File: src/rtl/pce_loader_pkg.sv
// pce_loader_pkg: shared types and helpers for the ROM download write path.
package pce_loader_pkg;

   typedef enum logic [1:0] {IDLE, ARMED, BUSY} state_t;

   localparam int WORD_STEP = 2;

   function automatic logic [7:0] rev8(input logic [7:0] b);
      for (int i = 0; i < 8; i++) rev8[i] = b[7-i];
   endfunction

endpackage

File: src/rtl/pce_rom_loader.sv
// pce_rom_loader: turns the ioctl download word stream into toggle-handshake
// ROM store writes and publishes the final ROM size / header flag.
module pce_rom_loader
   import pce_loader_pkg::*;
#(
   parameter int               ADDR_W    = 24,
   parameter logic [ADDR_W-1:0] MAX_BYTES = ADDR_W'(24'h400000),
   parameter logic [11:0]      ACK_TO    = 12'd4095
) (
   input  logic              clk_sys,
   input  logic              reset,
   input  logic              dl_active,
   input  logic              dl_wr,
   input  logic [15:0]       dl_data,
   output logic              dl_wait,
   input  logic              bit_swap,
   output logic [ADDR_W-1:0] wr_addr,
   output logic [15:0]       wr_data,
   output logic              wr_req,
   input  logic              wr_ack,
   output logic [7:0]        rom_size,
   output logic              hdr_skip,
   output logic              done,
   output logic              err
);

   state_t            state_q, state_d;
   logic [ADDR_W-1:0] addr_q, addr_d;
   logic [15:0]       data_q, data_d;
   logic              req_q, req_d;
   logic              wait_q, wait_d;
   logic [7:0]        size_q, size_d;
   logic              hdr_q, hdr_d;
   logic              done_q, done_d;
   logic              err_q, err_d;
   logic              act_q, act_d;
   logic [11:0]       cnt_q, cnt_d;
   logic              rise, fall;
   logic [ADDR_W-1:0] addr_nxt;

   assign rise     = dl_active & ~act_q;
   assign fall     = ~dl_active & act_q;
   assign addr_nxt = addr_q + ADDR_W'(WORD_STEP);

   always_comb begin
      state_d = state_q;
      addr_d  = addr_q;
      data_d  = data_q;
      req_d   = req_q;
      wait_d  = wait_q;
      size_d  = size_q;
      hdr_d   = hdr_q;
      done_d  = 1'b0;
      err_d   = err_q;
      cnt_d   = cnt_q;
      act_d   = dl_active;
      case (state_q)
         IDLE: if (rise) begin
            // wr_req may be out of phase with wr_ack after a reset; realign first
            state_d = ARMED;
            addr_d  = '0;
            err_d   = 1'b0;
            req_d   = wr_ack;
            size_d  = 8'd0;
            hdr_d   = 1'b0;
         end
         ARMED: begin
            wait_d = dl_wr & ~fall;
            if (fall) begin
               size_d  = addr_q[23:16];
               hdr_d   = addr_q[9];
               done_d  = 1'b1;
               state_d = IDLE;
            end else if (dl_wr && addr_q < MAX_BYTES) begin
               data_d  = bit_swap ? {rev8(dl_data[15:8]), rev8(dl_data[7:0])} : dl_data;
               req_d   = ~req_q;
               cnt_d   = 12'd0;
               state_d = BUSY;
            end else if (dl_wr) begin
               // dropped word still counts toward the file length
               err_d  = 1'b1;
               addr_d = addr_nxt;
            end
         end
         BUSY: begin
            cnt_d = cnt_q + 12'd1;
            if (dl_wr) err_d = 1'b1;
            if (fall) begin
               size_d  = addr_q[23:16];
               hdr_d   = addr_q[9];
               done_d  = 1'b1;
               wait_d  = 1'b0;
               state_d = IDLE;
            end else if (wr_ack == req_q || cnt_q == ACK_TO) begin
               if (wr_ack != req_q) err_d = 1'b1;
               wait_d  = 1'b0;
               addr_d  = addr_nxt;
               state_d = ARMED;
            end
         end
         default: state_d = IDLE;
      endcase
   end

   always_ff @(posedge clk_sys or posedge reset) begin
      if (reset) begin
         state_q <= IDLE;
         addr_q  <= '0;
         data_q  <= 16'd0;
         req_q   <= 1'b0;
         wait_q  <= 1'b0;
         size_q  <= 8'd0;
         hdr_q   <= 1'b0;
         done_q  <= 1'b0;
         err_q   <= 1'b0;
         act_q   <= 1'b0;
         cnt_q   <= 12'd0;
      end else begin
         state_q <= state_d;
         addr_q  <= addr_d;
         data_q  <= data_d;
         req_q   <= req_d;
         wait_q  <= wait_d;
         size_q  <= size_d;
         hdr_q   <= hdr_d;
         done_q  <= done_d;
         err_q   <= err_d;
         act_q   <= act_d;
         cnt_q   <= cnt_d;
      end
   end

   assign dl_wait  = wait_q;
   assign wr_addr  = addr_q;
   assign wr_data  = data_q;
   assign wr_req   = req_q;
   assign rom_size = size_q;
   assign hdr_skip = hdr_q;
   assign done     = done_q;
   assign err      = err_q;

endmodule

File: config.mk
export PLATFORM = sky130hd
export DESIGN_NAME = pce_rom_loader
export DESIGN_NICKNAME = d
export VERILOG_FILES = /design/src/rtl/pce_loader_pkg.sv /design/src/rtl/pce_rom_loader.sv
export SDC_FILE = /design/constraint.sdc
export NUM_CORES = 1
export LEC_CHECK = 0
export CORE_UTILIZATION = 28
export DETAILED_ROUTE_END_ITERATION = 16
export GPL_ROUTABILITY_DRIVEN = 0
export PLACE_DENSITY = 0.47
export SYNTH_ARGS = -nofsm -noshare
export SYNTH_HDL_FRONTEND = slang
export SYNTH_SLANG_ARGS = --single-unit
export TNS_END_PERCENT = 50
File: constraint.sdc
create_clock -name clk_sys -period 2.9 [get_ports clk_sys]
set_input_delay 0.29 -clock clk_sys [delete_from_list [all_inputs] [get_ports clk_sys]]
set_output_delay 0.29 -clock clk_sys [all_outputs]
set_load 0.005 [all_outputs]
==> reports/qor.yml <==
status:
  status: "finished, final reports clean"
synth:
  avgSynthCellArea_um2: 9.25
  syn_area_um2: 3540
  syn_inst: 383
  synth_flop_cell: "dfrtp_1"
  ys.warnings.count: 0
  synth_edf_count: 0
  yosys-top-cells-area: "dfrtp_1 (47%), o31ai_1 (7.8%), mux2i_1 (4.5%)"
  syn_nets: 411
  synth-seq-cells: 67
  synth.distinct_cells: 45
  synth_async_sr_flop_share: 1.00
  synth_top_area_frac: 0.473
  ys_seq_area_frac: 0.473
  synth_top_area_cell: "dfrtp_1"
timing:
  period_share: 0.778
  period_minus_slack_ns: 2.26
  fin_tns_setup_ns: 0
  max_slew_margin: 0.644
  report.final.slew_viol_count: 0
  rsz0062_at_grt: "no"
  hold_viol: 0
  worst_pin_slew_ns: 0.533
  whs_ns: 0.357
  max_freq_ghz: 0.443
  finClkSkew_ns: 0.00931
  setup_viol: 0
grt:
  grt_pass1_wl_mm: 15.9
  grt_usage: 0.155
  grt_pass1_vias: 3011
  gr-total-overflow: 0
  grt_max_degree: 68
  antenna_found_initial: 0
layout:
  fin_nets: 483
  area_delta_synth_final_pct: 35.0
  seqCellArea_um2: 1680
  final_common_cell: "clkdlybuf4s50_1"
  layout_common_cells: "clkdlybuf4s50_1 (73), dfrtp_1 (67), nand2_1 (42)"
  multi_input_area_um2: 1730
  utilization: 0.393
  fillers: 1231
  n_antenna_cell: 0
  drive_gt1_frac: 0.0739
route:
  drt_iter0_drc: 121
  first_pass_iters: 4
  drt-vias-per-instance: 5.03
  wl_per_cell_um: 15.3
  via_count: 3158
  final_antenna_net_count: 0
  drt-total-wl_mm: 9.59
  drc: 0
cts:
  clk_pin_slew_ns: 0.06
  clock_sinks: 67
  clock_latency_ns: 0.33
  post_cts_resized: 0
  htreeDepth: 3
  post-cts-setup-buffer-count: 0
  cts_made_buffers: 9
  cts_hold_buf: 0
  clock_path_buffers: 2
  cts_tree: "done"
  clock-root-buffer: "clkbuf_16"
critical_path:
  critPathArrivalTime_ns: 2.47
  start_kind: "register"
  cp.required_ns: 3.12
  worstSetupPathType: "register to register"
  cp-end-kind: "register"
  r2r_cells: 6
  worstPathMaxFanout: 22
floorplan:
  ioPinCount: 75
  core_um2: 12200
  fp.dieW_um: 114
  rows: 40
  start_util: 0.291
  die_h_um: 114
  die_area_um2: 13100
power:
  power_density_nw_per_um2: 780
  ir_drop_v: 0.000275
  p_leak_uw: 0.00190
  power_uw: 3730
worst_hold_path:
  hold_class: "input pin to asynchronous set/reset pin"
placement:
  dp_hpwl_mm: 6.43
  port_buffers: 73
flow_run:
  max_cap_viol_count: 0
[final timing paths]
kind                        startpoint     endpoint  slack, ns
min in group clk_sys       rom_size[4]  rom_size[4]       0.48
min                              reset  rom_size[4]       0.36
max reg2reg                 state_q[1]  wr_addr[18]       0.64
max                         state_q[1]  wr_addr[18]       0.64
max in group asynchronous        reset  wr_addr[10]       2.23
min reg2reg                rom_size[4]  rom_size[4]       0.48
[synthesized netlist by cell type, drive strengths merged (6+ instances only)]
library cell / n
o21ai: 26
dfrtp: 67
nand2: 42
nand3: 15
mux2i: 16
ha: 6
nor4: 9
a21oi: 26
clkbuf: 21
inv: 8
nor3: 6
o31ai: 37
nor2: 34
nand4: 11
xnor2: 9
[routing by layer]
layer	up-vias	GRT usage	wire, um
met2	84	0.249	4360
met1	1506	0.210	4740
met4	0	0.0537	107
met3	10	0.0259	391
met5	-	0	0
li1	1558	-	-
[through the flow]
| stage | instance area [um^2] | setup slack, ns | cells |
|---|---|---|---|
| 3_5_place_dp | 4490 | 0.521 | 612 |
| 6_report | 4780 | 0.643 | 628 |
| 4_1_cts | 4780 | 0.629 | 628 |
| 2_1_floorplan | 3540 | 0.711 | 383 |
| 5_1_grt | 4780 | 0.486 | 628 |
| 3_3_place_gp | 4490 | 0.564 | 612 |
[layout make-up]
cell class	instances	area share
Clock inverter	5	0.0110
Sequential cell	67	0.351
Timing Repair Buffer	86	0.176
Tap cell	168	0.0440
Multi-Input combinational cell	282	0.361
Inverter	9	0.00706
Clock buffer	11	0.0508
[sequential cells by signal, indices dropped and copies added (netlist names)]
signal,cells
done,1
act_q,1
dl_wait,1
state_q,2
wr_req,1
wr_data,16
rom_size,8
hdr_skip,1
wr_addr,23
cnt_q,12
err,1
[power breakdown]
group	total (uW)	leakage [uW]	internal (uW)	switching (uW)
clock	1080	0.000145	684	398
sequential	1230	0.000875	1110	122
combinational	1420	0.000883	624	797
total	3730	0.00190	2420	1320
[critical path, stage by stage (launching register included)]
cell,delay [ns]
dfrtp_1,0.41
inv_1,0.08
ha_1,0.33
a221oi_1,0.38
nand2_1,0.12
or3_4,0.48
o41ai_1,0.33
[cell families after synthesis]
kind of cell / synth area share
flip-flops: 0.473
multiplexers: 0.0484
buffers and inverters: 0.0413
XOR/XNOR: 0.0247
AND/OR/NAND/NOR: 0.185
adder cells (fa/ha/maj): 0.0212
other: 0.00106
AO/OA/AOI/OAI: 0.205
No activity file was read; power rests on OpenSTA's default activity.
